--- config.mk ---
export PLATFORM = sky130hd
export DESIGN_NAME = ifetch
export DESIGN_NICKNAME = d
export VERILOG_FILES = /design/src/rtl/ifetch_pkg.sv /design/src/rtl/ifetch_fifo.sv /design/src/rtl/ifetch.sv
export SDC_FILE = /design/constraint.sdc
export NUM_CORES = 1
export LEC_CHECK = 0
export CELL_PAD_IN_SITES_DETAIL_PLACEMENT = 2
export CELL_PAD_IN_SITES_GLOBAL_PLACEMENT = 2
export CORE_UTILIZATION = 38
export CTS_BUF_LIST = sky130_fd_sc_hd__clkbuf_8
export DETAILED_ROUTE_END_ITERATION = 10
export MAX_ROUTING_LAYER = met4
export PLACE_DENSITY = 0.88
export SLEW_MARGIN = 20
export SYNTH_ARGS = -nofsm -noshare
export SYNTH_HDL_FRONTEND = slang
export SYNTH_SLANG_ARGS = --single-unit
--- constraint.sdc ---
create_clock -name clk -period 5.17 [get_ports clk]
set_input_delay 1.034 -clock clk [delete_from_list [all_inputs] [get_ports clk]]
set_output_delay 1.034 -clock clk [all_outputs]
set_load 0.01 [all_outputs]
--- src/rtl/ifetch_pkg.sv ---
// Shared defaults for the instruction fetch slice: bus widths, reset address
// and output buffer depth, plus a sizing helper for occupancy counters.
package ifetch_pkg;

    localparam int IFETCH_DW       = 16;
    localparam int IFETCH_AW       = 16;
    localparam int IFETCH_RESET_PC = 0;
    localparam int IFETCH_DEPTH    = 2;

    // Bits needed to hold an occupancy count from 0 up to and including depth.
    function automatic int countWidth(input int depth);
        return $clog2(depth + 1);
    endfunction

endpackage

--- src/rtl/ifetch_fifo.sv ---
// Small synchronous FIFO of {pc, instr} pairs. Entry 0 is always the head,
// so the head outputs come straight from flops. A pop shifts the entries down
// by one, and a push writes just behind the last valid entry.
module ifetch_fifo
    import ifetch_pkg::*;
#(
    parameter int DW    = IFETCH_DW,
    parameter int AW    = IFETCH_AW,
    parameter int DEPTH = IFETCH_DEPTH,
    localparam int CW   = countWidth(DEPTH)
) (
    input  logic          clk,
    input  logic          rst_n,
    input  logic          i_push,
    input  logic [AW-1:0] i_pushPc,
    input  logic [DW-1:0] i_pushInstr,
    input  logic          i_pop,
    input  logic          i_flush,
    output logic [CW-1:0] o_count,
    output logic          o_empty,
    output logic          o_full,
    output logic [AW-1:0] o_headPc,
    output logic [DW-1:0] o_headInstr
);

    logic [AW-1:0] r_pc    [DEPTH];
    logic [DW-1:0] r_instr [DEPTH];
    logic [CW-1:0] r_count;

    logic [AW-1:0] w_nextPc    [DEPTH];
    logic [DW-1:0] w_nextInstr [DEPTH];
    logic          w_pop;
    logic [CW-1:0] w_wrIdx;

    assign o_count     = r_count;
    assign o_empty     = (r_count == '0);
    assign o_full      = (r_count == CW'(DEPTH));
    assign o_headPc    = r_pc[0];
    assign o_headInstr = r_instr[0];

    // A pop on an empty FIFO has nothing to remove and is ignored.
    assign w_pop   = i_pop & ~o_empty;
    // Landing slot for a push, taking a simultaneous pop into account.
    assign w_wrIdx = r_count - CW'(w_pop);

    // Build the next contents: shift on pop, then drop the pushed pair into place.
    always_comb begin
        for (int i = 0; i < DEPTH; i++) begin
            w_nextPc[i]    = r_pc[i];
            w_nextInstr[i] = r_instr[i];
        end
        if (w_pop) begin
            for (int i = 0; i < DEPTH - 1; i++) begin
                w_nextPc[i]    = r_pc[i + 1];
                w_nextInstr[i] = r_instr[i + 1];
            end
        end
        if (i_push) begin
            for (int i = 0; i < DEPTH; i++) begin
                if (CW'(i) == w_wrIdx) begin
                    w_nextPc[i]    = i_pushPc;
                    w_nextInstr[i] = i_pushInstr;
                end
            end
        end
    end

    // Storage and occupancy; flush empties the FIFO regardless of push/pop.
    always_ff @(posedge clk or negedge rst_n) begin
        if (!rst_n) begin
            r_count <= '0;
            for (int i = 0; i < DEPTH; i++) begin
                r_pc[i]    <= '0;
                r_instr[i] <= '0;
            end
        end else begin
            if (i_flush) begin
                r_count <= '0;
            end else begin
                r_count <= r_count + CW'(i_push) - CW'(w_pop);
            end
            for (int i = 0; i < DEPTH; i++) begin
                r_pc[i]    <= w_nextPc[i];
                r_instr[i] <= w_nextInstr[i];
            end
        end
    end

endmodule

--- src/rtl/ifetch.sv ---
// Instruction fetch unit. Drives word addresses to the instruction memory,
// catches each word one cycle later and queues {pc, instr} for decode over a
// valid/ready handshake. A redirect discards everything fetched or in flight
// and restarts fetching at the new target.
module ifetch
    import ifetch_pkg::*;
#(
    parameter int          DW       = IFETCH_DW,
    parameter int          AW       = IFETCH_AW,
    parameter int unsigned RESET_PC = IFETCH_RESET_PC,
    parameter int          DEPTH    = IFETCH_DEPTH
) (
    input  logic          clk,
    input  logic          rst_n,
    input  logic          fetch_en,
    input  logic          redir_valid,
    input  logic [AW-1:0] redir_pc,
    output logic [AW-1:0] ibus_addr,
    input  logic [DW-1:0] ibus_dout,
    output logic          inst_valid,
    input  logic          inst_ready,
    output logic [DW-1:0] inst,
    output logic [AW-1:0] inst_pc
);

    localparam int CW = countWidth(DEPTH);
    localparam int OW = CW + 1;

    logic [AW-1:0] r_pcIssue;
    logic          r_infl;
    logic [AW-1:0] r_inflPc;

    logic [CW-1:0] w_count;
    logic          w_empty;
    logic          w_full;
    logic          w_pop;
    logic          w_push;
    logic          w_issue;
    logic [OW-1:0] w_occupancy;

    assign ibus_addr  = r_pcIssue;
    assign inst_valid = ~w_empty;
    assign w_pop      = inst_valid & inst_ready;

    // Slots that will be taken once the in-flight word lands and this cycle's
    // pop leaves; a new fetch is only allowed if it is guaranteed a slot.
    assign w_occupancy = {1'b0, w_count} + OW'(r_infl) - OW'(w_pop);
    assign w_issue     = fetch_en & ~redir_valid & (w_occupancy < OW'(DEPTH));

    // A word returning during a redirect belongs to the abandoned stream.
    assign w_push = r_infl & ~redir_valid;

    // Fetch address and in-flight tracking; a redirect overrides everything.
    always_ff @(posedge clk or negedge rst_n) begin
        if (!rst_n) begin
            r_pcIssue <= AW'(RESET_PC);
            r_infl    <= 1'b0;
            r_inflPc  <= '0;
        end else if (redir_valid) begin
            r_pcIssue <= redir_pc;
            r_infl    <= 1'b0;
        end else if (w_issue) begin
            r_pcIssue <= r_pcIssue + AW'(1);
            r_infl    <= 1'b1;
            r_inflPc  <= r_pcIssue;
        end else begin
            r_infl    <= 1'b0;
        end
    end

    ifetch_fifo #(
        .DW    (DW),
        .AW    (AW),
        .DEPTH (DEPTH)
    ) u_fifo (
        .clk         (clk),
        .rst_n       (rst_n),
        .i_push      (w_push),
        .i_pushPc    (r_inflPc),
        .i_pushInstr (ibus_dout),
        .i_pop       (w_pop),
        .i_flush     (redir_valid),
        .o_count     (w_count),
        .o_empty     (w_empty),
        .o_full      (w_full),
        .o_headPc    (inst_pc),
        .o_headInstr (inst)
    );

    // The issue rule reserves a slot for every fetch, so a landing word never meets a full buffer.
    assert property (@(posedge clk) disable iff (!rst_n) !(w_push && w_full));

endmodule

==> metrics <==
met2 usage in global routing 38.4%; ports placed on the boundary 86; share of the cycle needed by the critical path after routing 74.9%; area inside the core boundary 12,100 sq um; fraction of registers with async set/reset 100%; required arrival time at the worst endpoint 5.42 ns; residual overflow from global routing 0; number of remaining DRC errors 0; worst voltage drop across the vdd grid 0.000171 V; number of optimization iterations in the first detailed-route pass 4; kind of capture point of the worst setup path register; CP startpoint kind input port; Largest delay share family, worst path simple AND/OR/NAND/NOR gates; total die area 12,900 sq um; maximum number of buffers from clock root to sink 2; worst hold margin 0.514 ns; first-pass GRT wire length 21,100 microns; Synth area leaders sky130_fd_sc_hd__dfrtp_1 (52%), sky130_fd_sc_hd__mux2_2 (7.6%), sky130_fd_sc_hd__mux2i_1 (6.8%), sky130_fd_sc_hd__nand2_1 (6.2%), sky130_fd_sc_hd__buf_4 (5.5%); Die Height 114 microns; worst-case clock skew 0.0125 ns; total clock buffers created by CTS 9; setup repair after global routing missed its margin no; largest net degree at the start of global routing 65; Final Wtd Congestion 0.778; growth of design area from synthesis to finish 19.4%; fin nets 528; cell mode on critical path sky130_fd_sc_hd__nand2_2; transition at the pin with the smallest max-transition slack 0.873 ns; min-delay worst type reg2reg; YS warnings 0; post-detailed-placement half-perimeter wirelength 9090 microns; floorplan row count 40; DIE WIDTH 114 microns; fraction of synthesized cell area taken by the top area cell type 52.3%; final number of max-transition violations 0; mapped cell area 4740 sq um; fin crit period 3.87 ns; worst-path maximum fanout 29; synthesized instance count 437; WL final 12,800 microns; TNS Setup 0 ns; aggregate global-route resource usage 21.9%; EDFF count, synth 0; via total after detailed routing 3,397; average wire per standard cell 19.5 microns; Max stage delay on crit path 0.48 ns; ratio of total power to cell area 513 nW/um^2; worst slew margin relative to its limit 41.6%; antenna violations before repair 0; count of state elements after synthesis 99; post-CTS setup-driven buffer insertion count 0; maximum capacitance violations 0; drt via density 5.16; top achievable clock speed 258 MHz; prevailing post-synth register cell sky130_fd_sc_hd__dfrtp_1; DRC violation total after the first TritonRoute iteration 173; share of synthesized area occupied by flip-flops and latches 52.3%; setup slack of the worst register-to-register path 1.55 ns; outcome finished, final reports clean; H-Tree Depth 3; standby leakage power 2.67 nW; PostCTS Resize Cnt 0; fraction of final layout cells with drive strength greater than 1 12.9%; # setup viols final 0; master of the slowest instance on the critical path sky130_fd_sc_hd__clkdlybuf4s50_1; most common cell after layout, fill and taps aside sky130_fd_sc_hd__dfrtp_1; Mean Syn Cell Area 10.8 sq um; met1 GRT Util 26.6%; # clock sinks 99; number of buffers added on ports 85; via count of the first global-routing pass 3,891; worst path bufs/invs 3; starting density of the core 39.3%; clock transition at the register clock pins on the worst setup and hold paths after CTS 0.09 ns; crit path cell chain clkdlybuf4s50_1 > nand2_2 > inv_1 > ha_1 > nand2b_1 > fa_1 > and3b_2 > nand2_2 > inv_2 > a21o_1 > a221o_1; Post-CTS Hold Buffers 0; most crowded layer after global routing met2; later-pin clock latency in the skew report 0.36 ns; Post-Syn Nets 480; remaining antenna violation count 0; Data arrival, critical path 4.12 ns; kind of critical path in2reg; CTS tree yes; GRT met3 Usage 2.02%; number of different library cells in the post-synthesis netlist 47; cell taking the most area after synthesis sky130_fd_sc_hd__dfrtp_1; clock root cell sky130_fd_sc_hd__clkbuf_8; most frequent cells in the layout sky130_fd_sc_hd__dfrtp_1 (99), sky130_fd_sc_hd__clkdlybuf4s50_1 (84), sky130_fd_sc_hd__nand2_1 (78); ANT cells 0; Hold Fails Final Rpt 0
-- kinds of logic after synthesis --
group                      after synthesis  share of synthesized area (%)
and+or+nand+nor                        126                           12.3
DFF                                     99                           52.3
AOI/OAI and AO/OA                       70                           8.95
buffers and inverters                   66                           9.00
muxes                                   65                           14.6
adders and majority gates                6                           1.74
xor gates and xnor gates                 5                           1.08
-- registers in the layout (all words and copies together), names as in the netlist --
signal and cells:
u_fifo.o_count 2, u_fifo.o_headInstr 16, u_fifo.r_pc 16, u_fifo.r_instr 16, r_inflPc 16, r_infl 1
ibus_addr 16, u_fifo.o_headPc 16
-- per-layer routing --
layer	share of wire [%]	wire, microns	vias up
li1	-	-	1561
met1	43	5480	1740
met2	53	6850	78
met3	2.3	289	18
met4	1.8	227	0
met5	0	0	-
-- final timing paths --
kind | start | end | depth (start not counted)
max | inst_ready | ibus_addr[6] | 11
min | u_fifo.r_instr[15] | u_fifo.r_instr[15] | 1
max reg2reg | u_fifo.o_count[1] | ibus_addr[6] | 11
min reg2reg | u_fifo.r_instr[15] | u_fifo.r_instr[15] | 1
max in group asynchronous | rst_n | ibus_addr[12] | 2
min in group asynchronous | rst_n | u_fifo.r_instr[1] | 1
-- cell usage after synthesis, drive strengths merged (2+ instances only) --
cell type and count:
dfrtp 99, nand2 80, buf 48, o21ai 45, mux2 33, mux2i 32, inv 12, nor2 10
nand3 9, clkbuf 6, nand4 6, a22oi 5, ha 5, nor3 5, a21oi 4, xnor2 4
a21o 3, a221o 3, nor2b 3, nor4 3, a211o 2, a22o 2, nand2b 2, o311ai 2
or2 2
-- worst register-to-register path: stages, from the launching register on --
cell and delay (ns):
sky130_fd_sc_hd__dfrtp_1 0.49, sky130_fd_sc_hd__or2_2 0.37, sky130_fd_sc_hd__nand2_2 0.08, sky130_fd_sc_hd__inv_1 0.07, sky130_fd_sc_hd__ha_1 0.34, sky130_fd_sc_hd__nand2b_1 0.19
sky130_fd_sc_hd__fa_1 0.44, sky130_fd_sc_hd__and3b_2 0.27, sky130_fd_sc_hd__nand2_2 0.44, sky130_fd_sc_hd__inv_2 0.31, sky130_fd_sc_hd__a21o_1 0.24, sky130_fd_sc_hd__a221o_1 0.28
-- report_power, final --
group / internal, mW / total [mW] / switching, mW
combinational: 0.558 / 1.12 / 0.561
clock: 0.224 / 0.485 / 0.261
sequential: 1.05 / 1.30 / 0.245
-- stage by stage --
step                cell area, sq um  instances  power (mW)  worst slack [ns]  utilization (%)
finish                          5660        658        2.90              1.30             46.9
global route                    5660        658        3.09              1.17             46.9
CTS                             5660        658        2.93              1.33             46.9
global placement                5470        642        2.30              1.07             45.3
detailed placement              5470        642        2.43             0.974             45.3
floorplan                       4740        437        2.01              1.76                -
-- layout make-up --
class	instances	area [sq um]
Inverter	12	45.0
Fill cell	1263	6400
Sequential cell	99	2480
Tap cell	168	210
Timing Repair Buffer	91	893
Clock buffer	13	179
Clock inverter	3	12.5
Multi-Input combinational cell	272	1840
No activity file was read; power rests on OpenSTA's default activity.
